## config.mk

```make
export PLATFORM = sky130hd
export DESIGN_NAME = wb_arbiter_flat
export DESIGN_NICKNAME = d
export VERILOG_FILES = /design/src/rtl/wb_arbiter_if.sv /design/src/rtl/wb_arbiter.sv /design/src/flat_wrapper.sv
export SDC_FILE = /design/constraint.sdc
export NUM_CORES = 1
export LEC_CHECK = 0
export CAP_MARGIN = 20
export CORE_AREA = 2 2 154 268
export CTS_CLUSTER_SIZE = 25
export DETAILED_ROUTE_END_ITERATION = 16
export DIE_AREA = 0 0 156 270
export SYNTH_ARGS = -nofsm -noshare
export SYNTH_HDL_FRONTEND = slang
export SYNTH_SLANG_ARGS = --single-unit
```

## constraint.sdc

```tcl
create_clock -name clk -period 4.5 [get_ports clk]
set_input_delay 0.9 -clock clk [delete_from_list [all_inputs] [get_ports clk]]
set_output_delay 0.9 -clock clk [all_outputs]
set_load 0.02 [all_outputs]
```

## src/rtl/wb_arbiter_if.sv

```systemverilog
// Writeback arbiter bus: per-FU result slots, the register-file write port and
// the pending-destination hazard query.
interface wb_arbiter_if #(
   parameter int unsigned NREQ = 5,
   parameter int unsigned DW   = 32,
   parameter int unsigned AW   = 5
);
   logic [NREQ-1:0]    req_valid;
   logic [NREQ-1:0]    req_ready;
   logic [NREQ*AW-1:0] req_rd;
   logic [NREQ*DW-1:0] req_data;
   logic               wb_we;
   logic [AW-1:0]      wb_addr;
   logic [DW-1:0]      wb_data;
   logic [2:0]         wb_src;
   logic [AW-1:0]      query_addr;
   logic               query_hit;
   logic [NREQ-1:0]    slot_full;

   modport slave (
      input  req_valid, req_rd, req_data, query_addr,
      output req_ready, wb_we, wb_addr, wb_data, wb_src, query_hit, slot_full
   );

   modport master (
      output req_valid, req_rd, req_data, query_addr,
      input  req_ready, wb_we, wb_addr, wb_data, wb_src, query_hit, slot_full
   );
endinterface

```

## src/rtl/wb_arbiter.sv

```systemverilog
// Writeback scheduler: one holding slot per functional unit, drained round-robin
// into a single registered register-file write port.
module wb_arbiter #(
   parameter int unsigned NREQ = 5,
   parameter int unsigned DW   = 32,
   parameter int unsigned AW   = 5
) (
   input  logic        clk,
   input  logic        rst,
   wb_arbiter_if.slave bus
);
   localparam int unsigned RW = (NREQ > 1) ? $clog2(NREQ) : 1;

   logic [NREQ-1:0]         full_q, full_d;
   logic [NREQ-1:0][AW-1:0] rd_q, rd_d;
   logic [NREQ-1:0][DW-1:0] data_q, data_d;
   logic [RW-1:0]           rr_q, rr_d;
   logic                    wb_we_q, wb_we_d;
   logic [AW-1:0]           wb_addr_q, wb_addr_d;
   logic [DW-1:0]           wb_data_q, wb_data_d;
   logic [2:0]              wb_src_q, wb_src_d;

   logic [NREQ-1:0] grant, ready, xfer;
   logic            grant_any;
   logic [RW-1:0]   grant_idx;
   logic [RW:0]     arb_sum;
   logic [RW-1:0]   arb_idx;
   logic            hit;

   // Scan from rr upward with wrap; first full slot wins.
   always_comb begin
      grant     = '0;
      grant_any = 1'b0;
      grant_idx = '0;
      arb_sum   = '0;
      arb_idx   = '0;
      for (int k = 0; k < NREQ; k++) begin
         arb_sum = {1'b0, rr_q} + (RW+1)'(k);
         if (arb_sum >= (RW+1)'(NREQ)) arb_sum = arb_sum - (RW+1)'(NREQ);
         arb_idx = arb_sum[RW-1:0];
         if (!grant_any && full_q[arb_idx]) begin
            grant_any      = 1'b1;
            grant_idx      = arb_idx;
            grant[arb_idx] = 1'b1;
         end
      end
   end

   // A granted slot frees this cycle, so it may take a new result at the same edge.
   assign ready = ~full_q | grant;
   assign xfer  = bus.req_valid & ready;

   always_comb begin
      full_d = full_q;
      rd_d   = rd_q;
      data_d = data_q;
      for (int i = 0; i < NREQ; i++) begin
         if (xfer[i] && (bus.req_rd[i*AW +: AW] != '0)) begin
            full_d[i] = 1'b1;
            rd_d[i]   = bus.req_rd[i*AW +: AW];
            data_d[i] = bus.req_data[i*DW +: DW];
         end else if (grant[i]) begin
            full_d[i] = 1'b0;
         end
      end
   end

   always_comb begin
      wb_we_d   = grant_any;
      wb_addr_d = wb_addr_q;
      wb_data_d = wb_data_q;
      wb_src_d  = wb_src_q;
      rr_d      = rr_q;
      if (grant_any) begin
         wb_addr_d = rd_q[grant_idx];
         wb_data_d = data_q[grant_idx];
         wb_src_d  = 3'(grant_idx);
         rr_d      = (grant_idx == RW'(NREQ - 1)) ? '0 : grant_idx + 1'b1;
      end
   end

   // Register x0 is never written, so it can never be a hazard.
   always_comb begin
      hit = 1'b0;
      for (int i = 0; i < NREQ; i++) begin
         if (full_q[i] && (rd_q[i] == bus.query_addr)) hit = 1'b1;
      end
      if (wb_we_q && (wb_addr_q == bus.query_addr)) hit = 1'b1;
      if (bus.query_addr == '0) hit = 1'b0;
   end

   always_ff @(posedge clk or negedge rst) begin
      if (!rst) begin
         full_q    <= '0;
         rd_q      <= '0;
         data_q    <= '0;
         rr_q      <= '0;
         wb_we_q   <= 1'b0;
         wb_addr_q <= '0;
         wb_data_q <= '0;
         wb_src_q  <= '0;
      end else begin
         full_q    <= full_d;
         rd_q      <= rd_d;
         data_q    <= data_d;
         rr_q      <= rr_d;
         wb_we_q   <= wb_we_d;
         wb_addr_q <= wb_addr_d;
         wb_data_q <= wb_data_d;
         wb_src_q  <= wb_src_d;
      end
   end

   assign bus.req_ready = ready;
   assign bus.wb_we     = wb_we_q;
   assign bus.wb_addr   = wb_addr_q;
   assign bus.wb_data   = wb_data_q;
   assign bus.wb_src    = wb_src_q;
   assign bus.query_hit = hit;
   assign bus.slot_full = full_q;
endmodule

```

## src/flat_wrapper.sv

```systemverilog
// flat-port wrapper written by rule: the top's interface ports become plain ports
module wb_arbiter_flat 
#(
   parameter int unsigned NREQ = 5,
   parameter int unsigned DW   = 32,
   parameter int unsigned AW   = 5
)
  (clk, rst, bus_req_valid, bus_req_rd, bus_req_data, bus_query_addr, bus_req_ready, bus_wb_we, bus_wb_addr, bus_wb_data, bus_wb_src, bus_query_hit, bus_slot_full);
  wb_arbiter_if #(.NREQ(NREQ), .DW(DW), .AW(AW)) bus_i ();
  input  logic clk;
  input  logic rst;
  input wire logic [$bits(bus_i.req_valid)-1:0] bus_req_valid;
  input wire logic [$bits(bus_i.req_rd)-1:0] bus_req_rd;
  input wire logic [$bits(bus_i.req_data)-1:0] bus_req_data;
  input wire logic [$bits(bus_i.query_addr)-1:0] bus_query_addr;
  output wire logic [$bits(bus_i.req_ready)-1:0] bus_req_ready;
  output wire logic [$bits(bus_i.wb_we)-1:0] bus_wb_we;
  output wire logic [$bits(bus_i.wb_addr)-1:0] bus_wb_addr;
  output wire logic [$bits(bus_i.wb_data)-1:0] bus_wb_data;
  output wire logic [$bits(bus_i.wb_src)-1:0] bus_wb_src;
  output wire logic [$bits(bus_i.query_hit)-1:0] bus_query_hit;
  output wire logic [$bits(bus_i.slot_full)-1:0] bus_slot_full;
  assign bus_i.req_valid = bus_req_valid;
  assign bus_i.req_rd = bus_req_rd;
  assign bus_i.req_data = bus_req_data;
  assign bus_i.query_addr = bus_query_addr;
  assign bus_req_ready = bus_i.req_ready;
  assign bus_wb_we = bus_i.wb_we;
  assign bus_wb_addr = bus_i.wb_addr;
  assign bus_wb_data = bus_i.wb_data;
  assign bus_wb_src = bus_i.wb_src;
  assign bus_query_hit = bus_i.query_hit;
  assign bus_slot_full = bus_i.slot_full;
  wb_arbiter #(.NREQ(NREQ), .DW(DW), .AW(AW)) u_core (.clk(clk), .rst(rst), .bus(bus_i));
endmodule
```

==> results, run 1 <==
- In this run the worst hold path is classified as input pin to asynchronous set/reset pin.
- The worst slew margin relative to its limit is 40.9%.
- The first global-routing pass estimated 64700 um of wire.
- The worst setup slack after layout is -0.135 ns.
- Counting every net in the synthesized netlist gives 1189.
- The kind of critical path is register to output port.
- The region available for standard cell placement spans 0.0399 mm^2.
- The number of antenna violations at the first check in global routing is 16.
- The share of the clock period used by the worst path is 103%.
- The clock tree from TritonCTS is yes.
- The average cell area after synthesis is 12.0 um^2.
- For this run, the leading register cell type out of synthesis is dfrtp_1.
- The final-report hold violation count is 0.
- The number of instances in the synthesized netlist is 981.
- The fill cell instance count of the final layout is 3774.
- In this run the critical register-to-register path is launched from u_core.rr_q[0].
- After routing the design area is 0.0169 mm^2.
- The depth of the CTS H-tree is 1.
- The total overflow left after global routing is 0.
- In the routed design, unresolved DRC markers number 0.
- The initial utilization of the core area, before any placement, comes to 29.6%.
- The number of library cell types mapped by synthesis is 77.
- In this run, the number of DRC markers left after iteration 0 of detailed routing was 452.
- The number of max-capacitance violations reported is 0.
- The run finished, with violations left.
- Summed over its instances, the top area cell type makes up 49.5% of the synthesized netlist area.
- Setup repair after global routing could not meet its margin everywhere.
- The area taken by flip-flops and latches is 0.00586 mm^2.
- Summing all multi-input logic gate instances after layout gives 0.00573 mm^2.
- For the worst setup path, the data required time is 3.60 ns.
- The startpoint of the most critical setup path is u_core.rr_q[1].
- The pre-antenna-repair detailed-routing pass consisted of 5 iterations.
- The signal arrival time at the worst endpoint is 3.73 ns.
- Ranked by total cell area, the synthesized netlist is headed by dfrtp_1, mux2_2, a211oi_1, mux2i_1, mux2_4.
- The floorplan row count is 97.
- The routed design could run at a clock period as short as 4.63 ns.
- The Yosys step of the flow raised 0 warnings.
- Pin placement for this block handled 249 I/O pins.
- The antenna violation net count after detailed routing is 0.
- The sequential area share after synthesis is 49.5%.
- The root buffer selected by CTS is clkbuf_16.
- For the pin with the worst max-slew slack, the measured transition is 0.886 ns.
- The congestion estimate from routability-driven global placement came to 0.952.
- Buffers inserted to repair hold after CTS numbered 0.
- Clock-pin slew was measured on the worst setup and hold paths at 0.06 ns.
- The post-synth design cell area is 0.0118 mm^2.
- Measured along the x axis, the die boundary spans 156 um.
- The later pin in the worst-skew pair is clocked with a latency of 0.52 ns.
- STA classifies the critical path startpoint as a register.
- No sink is reached through more buffers than the 3 on the longest clock path.
- The number of flops mapped to enable cells by yosys is 0.
- The area added between synthesis and finish is 42.6%.
- The CTS buffer count is 23.
- The most common cell in the synthesized netlist is dfrtp_1.
- By count the netlist is led by dfrtp_1, mux2_2, a211oi_1, mux2i_1, inv_1.
- The HPWL after detailed placement is 33500 um.
- The net total in the final layout is 1533.
- The capturing element type of the critical path is an output port.
- Across every metal layer, demand over resource in global routing totals 20.6%.
- The die extent in y is 270 um.
- The wire length reported by the detailed router is 43700 um.
- The maximum fanout encountered on the critical timing path is 4.
- The number of vias per cell is 5.26.
- The checks that failed: negative setup slack.
- The via count of the first global-routing pass came to 10600.
- Of all flip-flops after synthesis, the portion carrying an async set or reset was 100%.
- Entering global routing, the biggest net connects 115 pins.
- The total placed instance area is 0.0158 mm^2.
- The count of pins over their slew limit was 0.
- Setup total negative slack on the finished layout was measured at -0.135 ns.
- Setup violations remaining at the end of the flow were counted as 1.
- Cells with a size suffix above 1 make up 28.7% of the layout.
- The total via count in the routed design is 9669.
- The total die area is 0.0421 mm^2.
- CTS saw 234 sinks.
- The clock skew after layout is 0.0108 ns.
- Synthesis inferred 234 register bits.
- The cell accounting for the most synthesized area is dfrtp_1.
- The achievable frequency is 216 MHz.
- During placement, the flow inserted port buffers numbering 248.
- The routed length per placed instance is 23.8 um.
## area by class of cell
class	count	share of cell area, %
timing repair buffer	389	22.2
inverter	48	1.07
clock buffer	32	3.79
multi-input combinational	629	34.0
tap	495	3.67
antenna	7	0.104
sequential	234	34.8
clock inverter	4	0.416
## layer usage
layer,track usage (%),routed length [um]
met4,12.3,2750
met3,3.21,1990
met1,19.9,14100
met5,0,95
met2,39.9,24700
## placed cells by master (no fill, tap or decap), drive strengths merged, types with 22 or more instances in the layout
cell | synthesis | layout
o22ai | 32 | 32
xor2 | 22 | 22
inv | 47 | 47
nand2 | 23 | 23
clkbuf | 38 | 32
clkdlybuf4s50 | 0 | 242
mux2i | 54 | 54
dfrtp | 234 | 234
mux2 | 169 | 169
buf | 32 | 147
a211oi | 94 | 94
## sequential cells by signal (all words and copies together), names as in the netlist
| name | cells |
|---|---|
| u_core.rd_q | 25 |
| u_core.bus.wb_data | 32 |
| u_core.bus.wb_addr | 5 |
| u_core.bus.slot_full | 5 |
| u_core.data_q | 160 |
| u_core.rr_q | 3 |
| u_core.bus.wb_we | 1 |
| u_core.bus.wb_src | 3 |
## worst max-delay path, stage by stage, from the launching register on
cell and delay, ns:
dfrtp_2 0.46, buf_4 0.17, fa_2 0.56, o21bai_4 0.13, o211ai_1 0.13, a22oi_2 0.25, a32oi_2 0.09, or4_4 0.50
or3_4 0.35, o41a_4 0.38, nand2_4 0.09, buf_6 0.11
## path summary, 6_finish.rpt
path	endpoint	slack [ns]	cells past startpoint
worst max-delay path	bus_req_ready[4]	-0.13	11
max in group asynchronous	u_core.data_q[46]	3.00	2
worst min-delay path	u_core.bus.wb_data[2]	0.47	1
min in group clk	u_core.data_q[138]	0.50	1
worst max register to register	u_core.bus.wb_data[6]	0.18	17
worst min register to register	u_core.data_q[138]	0.50	1
## stage by stage
stage / utilization (%) / instances / hold slack [ns] / worst slack [ns]
CTS: 41.9 / 1826 / 0.500 / -0.154
detailed placement: 39.6 / 1780 / 0.486 / -0.239
finish: 42.2 / 1838 / 0.466 / -0.135
global route: 42.2 / 1838 / 0.508 / -0.218
floorplan: - / 981 / 0.465 / 0.0137
global placement: 39.6 / 1780 / 0.476 / -0.217
## timing repair
action	4_1_cts	5_1_grt
resized for setup	49	21
pin swaps	9	7
endpoints found under the setup margin	5	5
buffers inserted	10	5
## cell families (layout without fill, tap and decap cells)
logic type / after synthesis / after routing / synth area share [%]
other: 0 / 7 / 0
AOI/OAI and AO/OA: 236 / 236 / 15.3
buffers and inverters: 118 / 473 / 4.26
muxes: 223 / 223 / 21.3
DFF: 234 / 234 / 49.5
xor gates and xnor gates: 36 / 36 / 2.67
and+or+nand+nor: 123 / 123 / 5.72
adders and majority gates: 11 / 11 / 1.23
Power of run 1 is not shown: default switching activity piles up to over one toggle a cycle in this logic, so the estimate is an artifact.
==> inputs of run 2 (changes only) <==
--- a/config.mk
+++ b/config.mk
@@ -7,7 +7,7 @@
 export LEC_CHECK = 0
 export CAP_MARGIN = 20
 export CORE_AREA = 2 2 154 268
-export CTS_CLUSTER_SIZE = 25
+export CTS_CLUSTER_SIZE = 24
 export DETAILED_ROUTE_END_ITERATION = 16
 export DIE_AREA = 0 0 156 270
 export SYNTH_ARGS = -nofsm -noshare
==> constraint.sdc (replaced) <==
create_clock -name clk -period 5.23 [get_ports clk]
set_input_delay 1.046 -clock clk [delete_from_list [all_inputs] [get_ports clk]]
set_output_delay 1.046 -clock clk [all_outputs]
set_load 0.02 [all_outputs]
==> results, run 2 (synthesis results as in run 1) <==
- Status: completed (was finished, violations left).
- The root buffer selected by CTS is clkbuf_16 (unchanged).
- The worst slew margin relative to its limit is 38.6% (was 40.9%).
- The minimum clock period after layout is 5.09 ns.
- For this run, the top clock speed supported by timing is 196 MHz.
- The floorplan row count is 97 (unchanged).
- The signal arrival time at the worst endpoint is 4.05 ns (was 3.73 ns).
- The count of routing violations after the opening detailed-route iteration was 420 (was 452).
- The type of origin of the critical path is a register (unchanged).
- The end point of the critical path is bus_req_ready[4] (unchanged).
- The count of pins over their slew limit came to 0 (unchanged).
- The final count of negative-setup-slack endpoints is 0 (was 1).
- The wire length reported by the detailed router was 42000 um (was 43700 um).
- The routed length per placed instance is 23.8 um (about the same).
- The overflow left after global routing is 0 (unchanged).
- Commonest non-fill, non-tap cells in the layout: clkdlybuf4s50_1, dfrtp_1, mux2_2, a211oi_1, buf_4 (was clkdlybuf4s50_1, dfrtp_1, mux2_2, buf_4, a211oi_1).
- The fill cell instance count of the final layout is 3812 (was 3774).
- The register containing the most flip-flops in the final layout was u_core.data_q (unchanged).
- The number of vias per cell is 5.28 (was 5.26).
- The end of the worst register-to-register path is u_core.bus.wb_addr[4] (was u_core.bus.wb_data[6]).
- The capturing element type of the critical path is an output port (unchanged).
- The HPWL after detailed placement was 31100 um (was 33500 um).
- The startpoint of the most critical setup path was u_core.rr_q[0] (was u_core.rr_q[1]).
- The antenna violation net count after detailed routing was 0 (unchanged).
- The share of layout cells above drive strength 1 came to 23.3% (was 28.7%).
- The slack of the worst reg-to-reg path is 0.67 ns (was 0.18 ns).
- The total via count in the routed design is 9324 (was 9669).
- The detailed-routing iteration count for the pre-antenna-repair pass is 5 (unchanged).
- The count of pins on the block boundary was 249 (unchanged).
- The number of antenna violations at the first check in global routing is 18 (was 16).
- The CTS buffer count is 24 (was 23).
- The path type of the worst min-delay path is input pin to asynchronous set/reset pin (unchanged).
- The via count of the first global-routing pass is 10200 (was 10600).
- The clock transition at the registers of the reported paths is 0.07 ns (was 0.06 ns).
- The startpoint of the most critical register-to-register path was u_core.rr_q[0] (unchanged).
- The number of flip-flops under the largest register name is 160 (unchanged).
- The clock skew after layout came to 0.0103 ns (was 0.0108 ns).
- The placeable core region came to 0.0399 mm^2 (unchanged).
- The setup TNS after final layout is 0 ns (was -0.135 ns).
- The most common cell after layout, fill and taps aside is clkdlybuf4s50_1 (unchanged).
- The deepest clock path buffer count is 3 (unchanged).
- The data required time at the worst endpoint is 4.18 ns (was 3.60 ns).
- The initial core utilization is 29.6% (unchanged).
- The actual transition at the worst max-transition pin is 0.908 ns (was 0.886 ns).
- The later-pin clock latency in the skew report is 0.53 ns (was 0.52 ns).
- The net total in the final layout is 1452 (was 1533).
- The depth of the worst register-to-register path is 16 (was 17).
- The total routing resource utilization after global routing is 19.7% (was 20.6%).
- The TritonCTS sink count is 234 (unchanged).
- The width of the die came to 156 um (unchanged).
- The total die area is 0.0421 mm^2 (unchanged).
- The kind of critical path was register to output port (unchanged).
- The area added between synthesis and finish was 36.7% (was 42.6%).
- The wire length of the first global-routing pass is 62400 um (was 64700 um).
- The number of port buffers is 248 (unchanged).
- The count of unresolved DRC violations after routing is 0 (unchanged).
- The largest net degree at the start of global routing is 99 (was 115).
- The die extent in y is 270 um (unchanged).
- The final-report hold violation count is 0 (unchanged).
- The maximum fanout encountered on the critical timing path is 4 (unchanged).
- The clock tree from TritonCTS is yes (unchanged).
- The number of max-capacitance violations reported was 0 (unchanged).
- The placer's final routability congestion estimate is 0.930 (was 0.952).
- The depth of the CTS H-tree was 1 (unchanged).
- The share of the clock period used by the worst path is 97.4%.
run 2: cell count changes in the layout (fill, tap and decap cells not counted), sizes merged:
cell	before	now
bufinv	2	3
inv	47	48
diode	7	10
clkinv	3	7
clkdlybuf4s15	0	1
buf	147	61
dlygate4sd2	0	2
clkinvlp	0	3
run 2: routing by layer:
metal  global-route usage (%)  up-vias  routed length, um
met5                        0        -                 96
met4                     10.3       16               1990
met3                     3.29      110               1820
met2                     37.9      262              23600
met1                     19.9     4720              14600
li1                         -     4216                  -
run 2: area by class of cell:
type	count	area (um^2)	area share, %
sequential	234	5860	36.3
multi-input combinational	629	5610	34.7
timing repair buffer	307	3000	18.5
clock buffer	31	708	4.38
tap	495	619	3.83
inverter	48	184	1.14
clock inverter	13	159	0.984
antenna	10	25.0	0.155
run 2: repair_timing:
item,4_1_cts,5_1_grt
buffers inserted,1,1
pin swaps,2,1
resized for setup,15,14
hold buffers,0,0
setup endpoints to repair,5,5
run 2: critical path, cell delays in order, from the launching register on:
cell and delay, ns:
dfrtp_1 0.40, inv_1 0.08, ha_1 0.17, inv_1 0.10, fa_2 0.54, o21bai_2 0.15, o211ai_1 0.13, a22oi_2 0.27
a32oi_2 0.11, or4_4 0.56, or3_1 0.35, o41a_2 0.40, nand2_1 0.10, buf_4 0.15
run 2: how the worst min path moves through the flow:
stage / from / to / slack [ns] / depth (start not counted)
final: rst / u_core.data_q[0] / 0.49 / 1
after floorplan: u_core.data_q[131] / u_core.data_q[131] / 0.46 / 1
after global routing: u_core.data_q[133] / u_core.data_q[133] / 0.51 / 1
after global placement: u_core.data_q[140] / u_core.data_q[140] / 0.48 / 1
after detailed placement: u_core.data_q[133] / u_core.data_q[133] / 0.48 / 1
after CTS: u_core.data_q[133] / u_core.data_q[133] / 0.50 / 1
run 2: metrics by stage:
stage / worst slack [ns] / instance area (um^2) / hold slack (ns) / cells / utilization [%]
after floorplan: 0.163 / 11800 / 0.465 / 981 / -
after global placement: 0.0742 / 15200 / 0.476 / 1711 / 38.0
after detailed placement: 0.0168 / 15200 / 0.483 / 1711 / 38.0
after CTS: 0.00311 / 16100 / 0.497 / 1756 / 40.3
after global routing: -0.0322 / 16200 / 0.508 / 1766 / 40.5
final: 0.139 / 16200 / 0.495 / 1767 / 40.5
Power of run 2 is left out for the same reason.
